`src/rtl/uc_multiciclo_if.sv`:
```
// Control bus between the multi-cycle sequencer and the datapath.
// master = controller side, slave = datapath side.
interface uc_multiciclo_if;
  logic [5:0] Opcode;
  logic       zero;
  logic       pc_en;
  logic       ir_en;
  logic       s_inc;
  logic       s_inm;
  logic       we;
  logic       wez;
  logic [2:0] ALUOp;
  logic       halted;
  logic       illegal;

  modport master (
    input  Opcode, zero,
    output pc_en, ir_en, s_inc, s_inm,
    output we, wez, ALUOp, halted, illegal
  );

  modport slave (
    output Opcode, zero,
    input  pc_en, ir_en, s_inc, s_inm,
    input  we, wez, ALUOp, halted, illegal
  );
endinterface

```
`src/rtl/uc_multiciclo.sv`:
```
// Multi-cycle FETCH/DECODE/EXECUTE control unit with run/halt and wait states.
// Optional single-step mode: define UC_SINGLE_STEP_EN.
module uc_multiciclo #(
  parameter int unsigned WAIT_STATES = 0,
  parameter logic [5:0]  HALT_OPCODE = 6'b111111
) (
  input  logic clk,
  input  logic reset,
  input  logic run,
`ifdef UC_SINGLE_STEP_EN
  input  logic step,
`endif
  uc_multiciclo_if.master bus
);

  typedef enum logic [2:0] {
    S_IDLE,
    S_FETCH,
    S_DECODE,
    S_EXECUTE,
`ifdef UC_SINGLE_STEP_EN
    S_PAUSE,
`endif
    S_HALT
  } state_e;

  state_e     state_q, state_d;
  logic [3:0] cnt_q, cnt_d;
  logic       illegal_q, illegal_d;
`ifdef UC_SINGLE_STEP_EN
  logic       step_q, step_d;
`endif

  logic [5:0] op;
  logic       is_halt;
  logic       is_alu;
  logic       is_li;
  logic       is_j;
  logic       is_jz;
  logic       is_jnz;

  logic [2:0] dec_alu;
  logic       dec_s_inc;
  logic       dec_s_inm;
  logic       dec_we;
  logic       dec_wez;
  logic       dec_bad;

  assign op = bus.Opcode;

  // Decode terms are made disjoint so HALT_OPCODE may overlap any class.
  assign is_halt = (op == HALT_OPCODE);
  assign is_alu  = (op[5:3] == 3'b000) && !is_halt;
  assign is_li   = (op[5:3] == 3'b001) && !is_halt;
  assign is_j    = (op == 6'b010000) && !is_halt;
  assign is_jz   = (op == 6'b010001) && !is_halt;
  assign is_jnz  = (op == 6'b010010) && !is_halt;

  always_comb begin
    dec_alu   = 3'b000;
    dec_s_inc = 1'b1;
    dec_s_inm = 1'b0;
    dec_we    = 1'b0;
    dec_wez   = 1'b0;
    dec_bad   = 1'b0;
    unique case (1'b1)
      is_halt: begin
      end
      is_alu: begin
        dec_alu = op[2:0];
        dec_we  = 1'b1;
        dec_wez = 1'b1;
      end
      is_li: begin
        dec_s_inm = 1'b1;
        dec_we    = 1'b1;
      end
      is_j:   dec_s_inc = 1'b0;
      is_jz:  dec_s_inc = ~bus.zero;
      is_jnz: dec_s_inc = bus.zero;
      default: dec_bad = 1'b1;
    endcase
  end

  always_comb begin
    state_d   = state_q;
    cnt_d     = cnt_q;
    illegal_d = illegal_q;
`ifdef UC_SINGLE_STEP_EN
    step_d    = step;
`endif
    unique case (state_q)
      S_IDLE: begin
        if (run) state_d = S_FETCH;
      end
      S_FETCH: begin
        if (cnt_q == 4'(WAIT_STATES)) begin
          cnt_d   = 4'd0;
          state_d = S_DECODE;
        end else begin
          cnt_d = cnt_q + 4'd1;
        end
      end
      S_DECODE: begin
        illegal_d = illegal_q | dec_bad;
        state_d   = is_halt ? S_HALT : S_EXECUTE;
      end
      S_EXECUTE: begin
`ifdef UC_SINGLE_STEP_EN
        state_d = S_PAUSE;
`else
        state_d = S_FETCH;
`endif
      end
`ifdef UC_SINGLE_STEP_EN
      S_PAUSE: begin
        if (step && !step_q) state_d = S_FETCH;
      end
`endif
      S_HALT: state_d = S_HALT;
      default: state_d = S_IDLE;
    endcase
  end

  always_comb begin
    bus.pc_en   = 1'b0;
    bus.ir_en   = 1'b0;
    bus.s_inc   = 1'b1;
    bus.s_inm   = 1'b0;
    bus.we      = 1'b0;
    bus.wez     = 1'b0;
    bus.ALUOp   = 3'b000;
    bus.halted  = 1'b0;
    bus.illegal = illegal_q;
    unique case (state_q)
      S_DECODE: bus.ir_en = 1'b1;
      S_EXECUTE: begin
        bus.pc_en = 1'b1;
        bus.s_inc = dec_s_inc;
        bus.s_inm = dec_s_inm;
        bus.we    = dec_we;
        bus.wez   = dec_wez;
        bus.ALUOp = dec_alu;
      end
      S_HALT: bus.halted = 1'b1;
      default: begin
      end
    endcase
  end

  always_ff @(posedge clk) begin
    if (!reset) begin
      state_q   <= S_IDLE;
      cnt_q     <= 4'd0;
      illegal_q <= 1'b0;
`ifdef UC_SINGLE_STEP_EN
      step_q    <= 1'b0;
`endif
    end else begin
      state_q   <= state_d;
      cnt_q     <= cnt_d;
      illegal_q <= illegal_d;
`ifdef UC_SINGLE_STEP_EN
      step_q    <= step_d;
`endif
    end
  end

endmodule
```
`src/flat_wrapper.sv`:
```
// flat-port wrapper written by rule: the top's interface ports become plain ports
module uc_multiciclo_flat 
#(
  parameter int unsigned WAIT_STATES = 0,
  parameter logic [5:0]  HALT_OPCODE = 6'b111111
)
  (clk, reset, run, bus_Opcode, bus_zero, bus_pc_en, bus_ir_en, bus_s_inc, bus_s_inm, bus_we, bus_wez, bus_ALUOp, bus_halted, bus_illegal);
  uc_multiciclo_if bus_i ();
  input  logic clk;
  input  logic reset;
  input  logic run;
  input wire logic [$bits(bus_i.Opcode)-1:0] bus_Opcode;
  input wire logic [$bits(bus_i.zero)-1:0] bus_zero;
  output wire logic [$bits(bus_i.pc_en)-1:0] bus_pc_en;
  output wire logic [$bits(bus_i.ir_en)-1:0] bus_ir_en;
  output wire logic [$bits(bus_i.s_inc)-1:0] bus_s_inc;
  output wire logic [$bits(bus_i.s_inm)-1:0] bus_s_inm;
  output wire logic [$bits(bus_i.we)-1:0] bus_we;
  output wire logic [$bits(bus_i.wez)-1:0] bus_wez;
  output wire logic [$bits(bus_i.ALUOp)-1:0] bus_ALUOp;
  output wire logic [$bits(bus_i.halted)-1:0] bus_halted;
  output wire logic [$bits(bus_i.illegal)-1:0] bus_illegal;
  assign bus_i.Opcode = bus_Opcode;
  assign bus_i.zero = bus_zero;
  assign bus_pc_en = bus_i.pc_en;
  assign bus_ir_en = bus_i.ir_en;
  assign bus_s_inc = bus_i.s_inc;
  assign bus_s_inm = bus_i.s_inm;
  assign bus_we = bus_i.we;
  assign bus_wez = bus_i.wez;
  assign bus_ALUOp = bus_i.ALUOp;
  assign bus_halted = bus_i.halted;
  assign bus_illegal = bus_i.illegal;
  uc_multiciclo #(.WAIT_STATES(WAIT_STATES), .HALT_OPCODE(HALT_OPCODE)) u_core (.clk(clk), .reset(reset), .run(run), .bus(bus_i));
endmodule
```
`config.mk`:
```
export PLATFORM = sky130hd
export DESIGN_NAME = uc_multiciclo_flat
export DESIGN_NICKNAME = d
export VERILOG_FILES = /design/src/rtl/uc_multiciclo_if.sv /design/src/rtl/uc_multiciclo.sv /design/src/flat_wrapper.sv
export SDC_FILE = /design/constraint.sdc
export NUM_CORES = 1
export LEC_CHECK = 0
export BUFFER_PORTS_ARGS = -buffer_cell sky130_fd_sc_hd__buf_2
export CORE_AREA = 5 5 42 44
export CTS_BUF_LIST = sky130_fd_sc_hd__clkbuf_4
export CTS_CLUSTER_DIAMETER = 200
export DETAILED_ROUTE_END_ITERATION = 16
export DIE_AREA = 0 0 47 49
export HOLD_SLACK_MARGIN = 0.08
export PLACE_DENSITY = 0.67
export SLEW_MARGIN = 20
export SYNTH_ARGS = -nofsm -noshare
export SYNTH_HDL_FRONTEND = slang
export SYNTH_SLANG_ARGS = --single-unit
```
`constraint.sdc`:
```
create_clock -name clk -period 2.4 [get_ports clk]
set_input_delay 0.48 -clock clk [delete_from_list [all_inputs] [get_ports clk]]
set_output_delay 0.48 -clock clk [all_outputs]
set_load 0.05 [all_outputs]
```
==> impl_metrics.tcl <==
set metrics [dict create \
    outcome "completed" \
    finalSetupTns_ns 0 \
    cts_tree "yes" \
    cts_hold_buf 0 \
    vdd_drop_max_mv 0.200 \
    synth_nets 78 \
    path_clk_slew_ns 0.05 \
    hold_viol 0 \
    p_leak_nw 0.295 \
    worst_slack_ns 0.276 \
    numCtsBuffers 3 \
    worstSetupPathType "register to output port" \
    totalPowerFinal_w 0.000312 \
    track_usage_pct 12.0 \
    combPwrFrac_pct 20.6 \
    grt_pass1_vias 492 \
    clockBufferDepth 2 \
    fmax_mhz 471 \
    seq_area_frac_synth_pct 30.9 \
    detail_route.wl_per_cell_um 11.7 \
    grt_pass1_wl_um 2040 \
    period_share_pct 88.5 \
    end_kind "output port" \
    place_congestion 0.794 \
    yosysWarnings 0 \
    layout.nets 101 \
    yosysTopAreaCell "dfxtp_1" \
    power_density_mw_per_mm2 470 \
    dp.cells 100 \
    startpoint_type "register" \
    start_util_pct 37.0 \
    area_growth_pct 28.3 \
    num_rows 14 \
    synth_top_area_share_pct 30.9 \
    grt_max_degree 12 \
    dp_hpwl_um 973 \
    clkPwrFrac_pct 32.3 \
    numPortBuffers 20 \
    dieArea_sq_mm 0.00230 \
    cts_setup_buffers 0 \
    preCtsSetupSlack_ns 0.553 \
    worstMarginPinSlew_ns 0.455 \
    drt.antenna.violating_nets 0 \
    final_common_cell "buf_2" \
    final_util_pct 47.4 \
    setup_violations 0 \
    dieHeight_um 49 \
    final_layout_size_suffix_gt1_share_pct 34.5 \
    maxSlewViolCount 0 \
    drv_cap 0 \
    period_minus_slack_ns 2.12 \
    post_cts_resize_count 0 \
    htreeDepth 1 \
    async_flop_share_pct 0 \
    final_cell_mix "buf_2, dfxtp_1, inv_1" \
    postSynthAreaPerCell_sq_um 7.85 \
    grt.overflow.total 0 \
    drt-total-wl_um 1200 \
    fillers 147 \
    core-area_sq_mm 0.00140 \
    maxSlewHeadroom_pct 69.6 \
    antenna_found_initial 0 \
    finalClockSkew_ns 0.00250 \
    syn-cell-area_sq_um 518 \
    routed-via-count 550 \
    drc 0 \
    switching_power_w 0.0000915 \
    rsz0062_at_grt "no" \
    ys_types 27 \
    seqPwrFrac_pct 47.1 \
    dr.pass1.iters 4 \
    chipWidth_um 47 \
    synth_edf_count 0 \
    dr.first_iter.drc_count 5 \
    swShare_pct 29.3 \
    viasPerCell 5.34 \
    synth-main-ff-cell "dfxtp_1" \
    p_int_w 0.000221 \
    postSynthCellCount 66 \
    cts.root.buffer_cell "clkbuf_4" \
    io_pins 21 \
    synthTopCellsByArea "dfxtp_1, inv_1, a21oi_1, and2_1, ha_1" \
    ys_seq_elements 8 \
    crit_path_max_fanout 11 \
    cts.sinks 8 \
    cp_data_arrival_time_ns 1.64 \
    hp-class "input port to register" \
    clock_latency_ns 0.25 \
    crit_required_ns 1.92 \
    n_antenna_cell 0 \
    layoutNonFillerInstCount 103 \
]
==> power groups by stage <==
stage | Combinational, W | Clock [W] | Sequential (W)
after global routing | 0.0000711 | 0.000111 | 0.000148
after CTS | 0.0000652 | 0.000104 | 0.000147
final | 0.0000645 | 0.000101 | 0.000147
after floorplan | 0.0000506 | 0 | 0.000145
after global placement | 0.0000641 | 0 | 0.000149
after detailed placement | 0.0000646 | 0 | 0.000150
==> flip-flops by register name (all words and copies together), names as in the netlist <==
name                count
u_core.bus.illegal      1
u_core.cnt_q            4
u_core.state_q          3
==> routing by layer <==
metal / GRT usage (%) / part of all wire [%] / vias to the layer above / wire, um
li1: - / - / 281 / -
met5: 0 / 0 / - / 0
met4: 5.53 / 0.83 / 0 / 10
met2: 16.5 / 43 / 22 / 522
met3: 6.27 / 12 / 2 / 146
met1: 15.2 / 44 / 245 / 525
==> cell families after synthesis <==
kind of cell    synth area share (%)
compound gates                  15.5
simple gates                    38.6
mux                             1.93
fa+ha+maj                       4.83
buf+inv                         8.21
flops                           30.9
==> stage by stage <==
stage               hold slack [ns]  cell area [sq um]
finish                        0.472                664
global route                  0.485                664
CTS                           0.469                664
detailed placement            0.477                642
global placement              0.472                642
floorplan                     0.459                538
==> worst paths after layout <==
| check | start | end | slack, ns | cells past startpoint |
|---|---|---|---|---|
| setup reg to reg | u_core.state_q[0] | u_core.cnt_q[2] | 0.85 | 3 |
| setup / recovery | u_core.state_q[0] | bus_ALUOp[0] | 0.28 | 4 |
| hold reg to reg | u_core.bus.illegal | u_core.bus.illegal | 0.48 | 2 |
| hold / removal | reset | u_core.state_q[2] | 0.47 | 2 |
==> cells in the mapped netlist (2+ instances only) <==
cell type / n
a21oi_1: 5
and2_1: 4
dfxtp_1: 8
ha_1: 2
inv_1: 7
nand2_1: 5
nand3_1: 2
nand4_1: 2
nor2_1: 3
nor3_1: 2
nor3b_1: 3
nor4_1: 4
o21ai_0: 3
or3_1: 2
or4_1: 2
==> area by class of cell <==
cell class                 count  area (sq um)  area share, %
timing repair buffer          20           100           15.1
clock buffer                   3          22.5           3.39
tap                           16          20.0           3.01
inverter                       7          26.3           3.95
multi-input combinational     49           335           50.5
sequential                     8           160           24.1
==> critical path, cell delays in order (launching register included) <==
cell,delay [ns]
dfxtp_1,0.50
nand3b_1,0.24
nor4_4,0.23
and2_1,0.16
buf_2,0.25
(Power assumes the default switching activity.)
